===== src/rtl/fir_pkg.sv =====
// Shared types and elaboration-time helpers for the multichannel FIR filter.
package fir_pkg;

  typedef enum logic [1:0] {IDLE, MAC, OUT} fir_state_t;

  function automatic int clog2(input int value);
    int result;
    result = 0;
    while ((1 << result) < value) result++;
    return result;
  endfunction

  // Full-precision accumulator: TAPS products can never overflow it.
  function automatic int acc_width(input int data_w, input int coef_w, input int taps);
    return data_w + coef_w + clog2(taps);
  endfunction

  // Unity pass-through: only tap 0 is set, to 1.0 in the OUT_SHIFT fixed-point scale.
  function automatic int reset_coef(input int tap, input int out_shift);
    return (tap == 0) ? (1 << out_shift) : 0;
  endfunction

endpackage


===== src/rtl/fir_mac.sv =====
// Shared multiply-accumulate with round-half-up, arithmetic shift and output narrowing.
// FIR_SAT_EN selects saturation; otherwise the result wraps to DATA_W bits.
module fir_mac
  import fir_pkg::*;
#(
  parameter int DATA_W    = 32,
  parameter int COEF_W    = 16,
  parameter int TAPS      = 8,
  parameter int OUT_SHIFT = 14
) (
  input  logic                     clk,
  input  logic                     rst,
  input  logic                     ce,
  input  logic                     clear,
  input  logic                     acc_en,
  input  logic signed [COEF_W-1:0] coef,
  input  logic signed [DATA_W-1:0] samp,
  output logic signed [DATA_W-1:0] result
);
  localparam int ACC_W = acc_width(DATA_W, COEF_W, TAPS);
  localparam int PW    = DATA_W + COEF_W;
  localparam logic signed [ACC_W:0] HALF = (ACC_W + 1)'(1) << (OUT_SHIFT - 1);

  logic signed [PW-1:0]    prod;
  logic signed [ACC_W-1:0] acc_reg;
  logic signed [ACC_W-1:0] acc_next;
  logic signed [ACC_W:0]   rounded;

  assign prod     = PW'(coef) * PW'(samp);
  assign acc_next = acc_en ? acc_reg + ACC_W'(prod) : acc_reg;
  // One extra bit so adding the rounding constant cannot wrap.
  assign rounded  = {acc_next[ACC_W-1], acc_next} + HALF;

`ifdef FIR_SAT_EN
  logic signed [ACC_W:0] shifted;
  assign shifted = rounded >>> OUT_SHIFT;

  always_comb begin
    result = shifted[DATA_W-1:0];
    if (!((&shifted[ACC_W:DATA_W-1]) || !(|shifted[ACC_W:DATA_W-1])))
      result = shifted[ACC_W] ? {1'b1, {(DATA_W-1){1'b0}}} : {1'b0, {(DATA_W-1){1'b1}}};
  end
`else
  assign result = DATA_W'(rounded >>> OUT_SHIFT);
`endif

  always_ff @(posedge clk or negedge rst) begin
    if (!rst) begin
      acc_reg <= '0;
    end else if (ce) begin
      acc_reg <= clear ? '0 : acc_next;
    end
  end

endmodule


===== src/rtl/fir_mc_filter.sv =====
// Time-multiplexed multichannel FIR: FSM, per-channel delay lines, coefficient bank, handshakes.
// Optional FIR_SAT_EN (in fir_mac) saturates the output instead of wrapping.
module fir_mc_filter
  import fir_pkg::*;
#(
  parameter int  DATA_W    = 32,
  parameter int  COEF_W    = 16,
  parameter int  TAPS      = 8,
  parameter int  CHANNELS  = 2,
  parameter int  OUT_SHIFT = 14,
  localparam int CH_W      = (clog2(CHANNELS) > 1) ? clog2(CHANNELS) : 1,
  localparam int AW        = clog2(TAPS)
) (
  input  logic                     clk,
  input  logic                     rst,
  input  logic                     ce,
  input  logic                     in_valid,
  output logic                     in_ready,
  input  logic [CH_W-1:0]          in_chan,
  input  logic signed [DATA_W-1:0] in_data,
  output logic                     out_valid,
  input  logic                     out_ready,
  output logic [CH_W-1:0]          out_chan,
  output logic signed [DATA_W-1:0] out_data,
  input  logic                     coef_we,
  input  logic [AW-1:0]            coef_addr,
  input  logic signed [COEF_W-1:0] coef_data
);
  localparam int KW = clog2(TAPS + 1);

  fir_state_t              state_reg;
  logic [KW-1:0]           tap_reg;
  logic [CH_W-1:0]         chan_reg;
  logic signed [COEF_W-1:0] coef_mem [TAPS];
  logic signed [DATA_W-1:0] dline [CHANNELS][TAPS];
  logic signed [COEF_W-1:0] coef_rd_reg;
  logic signed [DATA_W-1:0] samp_rd_reg;
  logic                    rd_valid_reg;
  logic                    in_ready_reg;
  logic                    out_valid_reg;
  logic [CH_W-1:0]         out_chan_reg;
  logic signed [DATA_W-1:0] out_data_reg;
  logic signed [DATA_W-1:0] mac_result;
  logic                    accept;
  logic                    chan_ok;

  assign chan_ok   = int'(in_chan) < CHANNELS;
  assign accept    = ce && in_valid && in_ready_reg && (state_reg == IDLE);
  assign in_ready  = in_ready_reg;
  assign out_valid = out_valid_reg;
  assign out_chan  = out_chan_reg;
  assign out_data  = out_data_reg;

  fir_mac #(
    .DATA_W   (DATA_W),
    .COEF_W   (COEF_W),
    .TAPS     (TAPS),
    .OUT_SHIFT(OUT_SHIFT)
  ) u_mac (
    .clk   (clk),
    .rst   (rst),
    .ce    (ce),
    .clear (accept && chan_ok),
    .acc_en(rd_valid_reg),
    .coef  (coef_rd_reg),
    .samp  (samp_rd_reg),
    .result(mac_result)
  );

  // Tap reads are registered, so MAC runs one extra step (tap_reg == TAPS) to fold in the last product.
  always_ff @(posedge clk or negedge rst) begin
    if (!rst) begin
      state_reg     <= IDLE;
      tap_reg       <= '0;
      chan_reg      <= '0;
      coef_rd_reg   <= '0;
      samp_rd_reg   <= '0;
      rd_valid_reg  <= 1'b0;
      in_ready_reg  <= 1'b0;
      out_valid_reg <= 1'b0;
      out_chan_reg  <= '0;
      out_data_reg  <= '0;
      for (int t = 0; t < TAPS; t++) coef_mem[t] <= COEF_W'(reset_coef(t, OUT_SHIFT));
      for (int c = 0; c < CHANNELS; c++)
        for (int t = 0; t < TAPS; t++) dline[c][t] <= '0;
    end else if (ce) begin
      rd_valid_reg <= 1'b0;
      case (state_reg)
        IDLE: begin
          in_ready_reg <= 1'b1;
          if (coef_we) coef_mem[coef_addr] <= coef_data;
          if (accept && chan_ok) begin
            for (int c = 0; c < CHANNELS; c++) begin
              if (in_chan == CH_W'(c)) begin
                dline[c][0] <= in_data;
                for (int t = 1; t < TAPS; t++) dline[c][t] <= dline[c][t-1];
              end
            end
            chan_reg     <= in_chan;
            tap_reg      <= '0;
            in_ready_reg <= 1'b0;
            state_reg    <= MAC;
          end
        end
        MAC: begin
          if (tap_reg == KW'(TAPS)) begin
            out_data_reg  <= mac_result;
            out_chan_reg  <= chan_reg;
            out_valid_reg <= 1'b1;
            state_reg     <= OUT;
          end else begin
            coef_rd_reg  <= coef_mem[tap_reg[AW-1:0]];
            samp_rd_reg  <= dline[chan_reg][tap_reg[AW-1:0]];
            rd_valid_reg <= 1'b1;
            tap_reg      <= tap_reg + 1'b1;
          end
        end
        OUT: begin
          if (out_ready) begin
            out_valid_reg <= 1'b0;
            in_ready_reg  <= 1'b1;
            state_reg     <= IDLE;
          end
        end
        default: state_reg <= IDLE;
      endcase
    end
  end

endmodule


===== config.mk =====
export PLATFORM = sky130hd
export DESIGN_NAME = fir_mc_filter
export DESIGN_NICKNAME = d
export VERILOG_FILES = /design/src/rtl/fir_pkg.sv /design/src/rtl/fir_mac.sv /design/src/rtl/fir_mc_filter.sv
export SDC_FILE = /design/constraint.sdc
export NUM_CORES = 2
export LEC_CHECK = 0
export BUFFER_PORTS_ARGS = -buffer_cell sky130_fd_sc_hd__buf_4
export CORE_UTILIZATION = 56
export DETAILED_ROUTE_END_ITERATION = 7
export PLACE_DENSITY = 0.68
export REMOVE_ABC_BUFFERS = 1
export SYNTH_ARGS = -nofsm -noshare
export SYNTH_HDL_FRONTEND = slang
export SYNTH_SLANG_ARGS = --single-unit
export TNS_END_PERCENT = 50

===== constraint.sdc =====
create_clock -name clk -period 9.72 [get_ports clk]
set_clock_uncertainty 0.2 [all_clocks]
set_input_delay 1.944 -clock clk [delete_from_list [all_inputs] [get_ports clk]]
set_output_delay 1.944 -clock clk [all_outputs]
set_load 0.03 [all_outputs]

* Word-level counts from Yosys, hierarchy flattened
Cells that the tools add are included.
Storage, ports and cells: register bits 782, bits of input ports 58, output and inout port bits 35, logic and storage cells 102
Operators by class: add/sub/neg operators 3, multipliers 1, magnitude comparators 4, eq/ne operators 7, multiplexer cells 29, bitwise logic cells 5, reduce and logical (&&, ||, !) cells 18
Operators by type and width (count):
- 256-bit two-way mux | 3
- 128-bit bitwise mux | 1
- 51-bit two-way mux | 2
- 32-bit binary-select mux with 3-bit select | 1
- 32-bit two-way mux | 2
- 51-bit by 48-bit adder with 51-bit output | 1
- 16-bit binary-select mux with 3-bit select | 1
- 16-bit demux with 3-bit select | 1
- 16-bit by 32-bit multiplier with 48-bit output | 1
- 16-bit two-way mux | 3
- 46-bit by 15-bit adder with 46-bit output, second input constant | 1
- 4-bit AND reduction | 5
- 3-bit AND reduction | 5
- 4-bit greater-or-equal comparator, second input constant | 2
- 4-bit two-way mux | 2
- 3-bit inverter with 4-bit output | 2
- 4-bit case mux with 2 select lines | 1
- 1-bit two-way mux | 6
- 2-bit two-way mux | 3
- 2-bit inequality test, second input constant | 3
- 2-bit case mux with 3 select lines | 1
- 2-bit nonzero test | 3
- 4-bit by 1-bit adder with 4-bit output, second input constant | 1
- 4-bit == test, second input constant | 1
- 10 further kinds | 15

* Depth between registers and ports, before layout
word-level depth 7, mapped depth 30

* Hierarchy
Synthesis repeated with hierarchy kept, for this count alone.
Unflattened totals: cells, all modules 4538, area, all modules 54173.2 um2
By module, submodules not included:
- fir_mc_filter | instances 1, cells each 2072, area each 32248.4 um2, sequential area each 18293.8 um2
- fir_mac | instances 1, cells each 2466, area each 21924.8 um2, sequential area each 1151.1 um2

* Worst setup path before layout
OpenSTA, ideal clock, no wires.
path kind register to register, start register samp_rd_reg[10], end register out_data_reg[30] (netlist: out_data[30]), library setup time 0.070 ns, data arrival time 7.118 ns, data required time 9.450 ns, setup slack 2.332 ns, cell stages (with the launch flop) 24, path buffers 1, clock period less this slack 7.388 ns, cell sequence dfrtp_1 clkbuf_1 nand2_1 fa_1 fa_1 fa_1 fa_1 inv_1 fa_1 inv_1 fa_1 inv_1 ha_1 a211oi_2 o21bai_2 a2111o_1 o211ai_2 mux2i_2 or4_4 nor4_4 nand3b_4 or3_4 or4_1 nand3_1
On the way: word-level cells in the longest chain between the ends 4
RTL lines:
- from (decl) | RTL line fir_mc_filter.sv:37 | logic signed [DATA_W-1:0] samp_rd_reg;
- from (signal assigned) | RTL line fir_mc_filter.sv:113 | samp_rd_reg <= dline[chan_reg][tap_reg[AW-1:0]];
- 16-bit by 32-bit multiplier with 48-bit output | RTL line fir_mac.sv:29 | assign prod = PW'(coef) * PW'(samp);
- 51-bit by 48-bit adder with 51-bit output | RTL line fir_mac.sv:30 | assign acc_next = acc_en ? acc_reg + ACC_W'(prod) : acc_reg;
- 51-bit two-way mux | RTL line fir_mac.sv:30
- 46-bit by 15-bit adder with 46-bit output | RTL line fir_mac.sv:32 | assign rounded = {acc_next[ACC_W-1], acc_next} + HALF;
- to (signal assigned) | RTL line fir_mc_filter.sv:107 | out_data_reg <= mac_result;
- to (decl) | RTL line fir_mc_filter.sv:42 | logic signed [DATA_W-1:0] out_data_reg;
Every way passes these cells. A chain may end at the register's enable or synchronous reset.

* Worst setup path after layout
start register coef_rd_reg[4], end register out_data_reg[30] (netlist: out_data[30])
On the way: word-level cells in the longest chain between the ends 4
RTL lines:
- from (decl) | RTL line fir_mc_filter.sv:36 | logic signed [COEF_W-1:0] coef_rd_reg;
- from (signal assigned) | RTL line fir_mc_filter.sv:112 | coef_rd_reg <= coef_mem[tap_reg[AW-1:0]];
- 16-bit by 32-bit multiplier with 48-bit output | RTL line fir_mac.sv:29
- 51-bit by 48-bit adder with 51-bit output | RTL line fir_mac.sv:30
- 51-bit two-way mux | RTL line fir_mac.sv:30
- 46-bit by 15-bit adder with 46-bit output | RTL line fir_mac.sv:32
Every way passes these cells.

==> impl_metrics.yaml <==
worst_setup_path:
  end_kind: "flip-flop"
  crit_path_start_kind: "flip-flop"
  critical_path_class: "reg -> reg"
  crit_arrival_ns: 8.99
  cp.required_ns: 10.09
  crit_path_max_fanout: 33
synth:
  synth_ff_type: "dfrtp_1"
  seq_area_frac_synth: 0.363
  ys_types: 83
  async_flop_share: 1.00
  syn-instance-count: 4396
  ys_ff_latch: 777
  synth_area_um2: 53500
  ys_warn_count: 0
  synth_edf_count: 0
  syn_avg_cell_area_um2: 12.2
cts:
  clk_pin_slew_ns: 0.06
  cts_root_buf: "clkbuf_16"
  post_cts_resized: 0
  clk_latency_ns: 0.66
  cts_max_level: 3
  cts_buffers: 82
  postCtsHoldBufs: 0
  cts_tree: "yes"
  clock_sinks: 777
  cts_buffer_depth: 3
  post_cts_buffers: 0
timing:
  finalHoldViolCount: 0
  setup_viol: 0
  fin_ws_ns: 1.11
  period_needed_ns: 8.61
  period_share: 0.886
  rsz0062_at_grt: "no"
  maxSlewHeadroom: 0.198
  slew_viol_final: 0
  tightest_slew_ns: 1.20
  max_clock_freq_ghz: 0.116
place:
  port_buffers: 92
  place_ws_ns: 1.24
  dp_cells: 5558
  dpl.hpwl_um: 81000
  gp_congestion: 0.892
detailed_routing:
  drt_first_pass_iters: 7
  vias: 32873
  wire_per_inst_um: 20.2
  vias_per_cell: 5.76
  drtIter0Drc: 2295
  wl_um: 115000
  route.detailed.drc: 0
  drtAntennaViolNets: 0
flow_run:
  max_cap_viol_count: 0
outcome:
  outcome: "finished, final reports clean"
floorplan:
  rows: 113
  start_util: 0.564
  design.core.area_um2: 94900
  die_area_um2: 96800
  io_pins: 93
  die_h_um: 311
  die_w_um: 311
final_layout:
  drive_above_1_share: 0.262
  diodes: 0
  fin_util: 0.612
  layout_commonest_cell: "dfrtp_1"
  fill_cells: 7403
  final_cells: 5705
  synthToLayoutAreaGrowth_pct: 8.48
  nets: 5079
  final_cell_mix: "dfrtp_1 (771), mux2_2 (673), inv_1 (599), fa_1 (516), nand2_1 (403)"
  largest_reg_flops: 512
min_path:
  min_path_type: "reg -> reg"
global_routing:
  grt_pass1_vias: 34905
  grt.overflow.total: 0
  antenna_found_initial: 0
  grt.total_usage: 0.249
  grt_pass1_wl_um: 193000
  grt_max_degree: 189
[layer usage]
metal | part of all wire | up-vias | GRT usage | routed length [um]
met3 | 0.064 | 143 | 0.0434 | 7330
met4 | 0.019 | 0 | 0.0592 | 2160
met1 | 0.46 | 17264 | 0.372 | 53000
li1 | - | 14615 | - | -
met2 | 0.46 | 851 | 0.384 | 52500
met5 | 0 | - | 0 | 0
[through the flow]
step / hold slack, ns / setup TNS [ns] / cell area, um2
floorplan: 0.256 / -1226.47 / 52600
global placement: 0.264 / 0 / 55400
detailed placement: 0.270 / 0 / 55400
CTS: 0.285 / 0 / 58000
global route: 0.298 / 0 / 58000
finish: 0.275 / 0 / 58000
[cell type report]
cell class | count | area [um2] | share of cell area
Clock buffer | 123 | 2430 | 0.0418
Clock inverter | 24 | 260 | 0.00448
Inverter | 600 | 2250 | 0.0388
Multi-Input combinational cell | 2778 | 30900 | 0.533
Sequential cell | 777 | 19500 | 0.335
Tap cell | 1265 | 1580 | 0.0273
Timing Repair Buffer | 138 | 1130 | 0.0195
[worst max-delay path: stages, from the launching register on]
cell	delay [ns]
dfrtp_1	1.13
nand2_1	0.24
inv_1	0.20
fa_1	0.46
fa_1	0.79
inv_1	0.16
fa_1	0.51
inv_1	0.06
fa_1	0.49
fa_1	0.49
inv_1	0.05
fa_1	0.47
inv_1	0.04
ha_1	0.41
nand4_1	0.18
nor2_1	0.13
nand2_1	0.06
a211oi_1	0.53
or4_1	0.19
a31oi_1	0.17
a2111oi_0	0.58
o211ai_1	0.21
nand2b_1	0.20
or4_1	0.48
nand3_1	0.09
[logic make-up (layout without fill, tap and decap cells)]
group	after synthesis	in the layout	synth area share
muxes	889	889	0.227
AOI/OAI and AO/OA	316	316	0.0399
and+or+nand+nor	871	871	0.0780
buffers and inverters	841	885	0.0592
xor gates and xnor gates	58	58	0.00949
adders and majority gates	644	644	0.223
DFF	777	777	0.363
[cell usage after synthesis (5+ instances only)]
| cell | count | area share |
|---|---|---|
| a211oi_1 | 12 | 0.0017 |
| a22o_1 | 14 | 0.0023 |
| o211ai_1 | 15 | 0.0021 |
| o21bai_1 | 5 | 0.00070 |
| ha_1 | 128 | 0.030 |
| nor3b_1 | 6 | 0.00084 |
| o21ai_1 | 5 | 0.00047 |
| or3_1 | 11 | 0.0013 |
| nand3_1 | 31 | 0.0029 |
| a21oi_1 | 68 | 0.0064 |
| nand2_1 | 405 | 0.028 |
| mux2i_1 | 23 | 0.0043 |
| o2bb2ai_1 | 20 | 0.0033 |
| clkbuf_1 | 205 | 0.014 |
| and3_1 | 7 | 0.00082 |
| nor2_1 | 114 | 0.0080 |
| dfrtp_1 | 776 | 0.36 |
| nor2b_1 | 8 | 0.00094 |
| nand2b_1 | 11 | 0.0013 |
| a21o_1 | 16 | 0.0022 |
| mux2_2 | 673 | 0.14 |
| nor3_1 | 32 | 0.0030 |
| buf_1 | 27 | 0.0019 |
| inv_1 | 599 | 0.042 |
| nand3b_1 | 7 | 0.00098 |
| mux4_2 | 192 | 0.081 |
| o21a_1 | 5 | 0.00070 |
| buf_2 | 9 | 0.00084 |
| nor4_1 | 10 | 0.0012 |
| a2111oi_0 | 6 | 0.00098 |
| a221oi_1 | 6 | 0.00098 |
| a31oi_1 | 16 | 0.0019 |
| fa_1 | 516 | 0.19 |
| xnor2_1 | 30 | 0.0049 |
| and2_1 | 197 | 0.023 |
| nand4_1 | 14 | 0.0016 |
| xor2_1 | 28 | 0.0046 |
| o21ai_0 | 75 | 0.0070 |
[path summary, 6_finish.rpt]
kind	from	to	slack (ns)	cells after the start
max	coef_rd_reg[4]$_DFFE_PN0P_	out_data[30]$_DFFE_PN0P_	1.11	24
min	out_data[22]$_DFFE_PN0P_	out_data[22]$_DFFE_PN0P_	0.27	2
max reg2reg	coef_rd_reg[4]$_DFFE_PN0P_	out_data[30]$_DFFE_PN0P_	1.11	24
min reg2reg	out_data[22]$_DFFE_PN0P_	out_data[22]$_DFFE_PN0P_	0.27	2
max in group asynchronous	rst	dline[200]$_DFFE_PN0P_	6.42	3
min in group asynchronous	rst	u_mac.acc_reg[45]$_DFFE_PN0P_	1.04	1
Power is left out: the tool's default activity adds up to more than one toggle a clock period on the data nets, which glitch-free logic cannot reach.
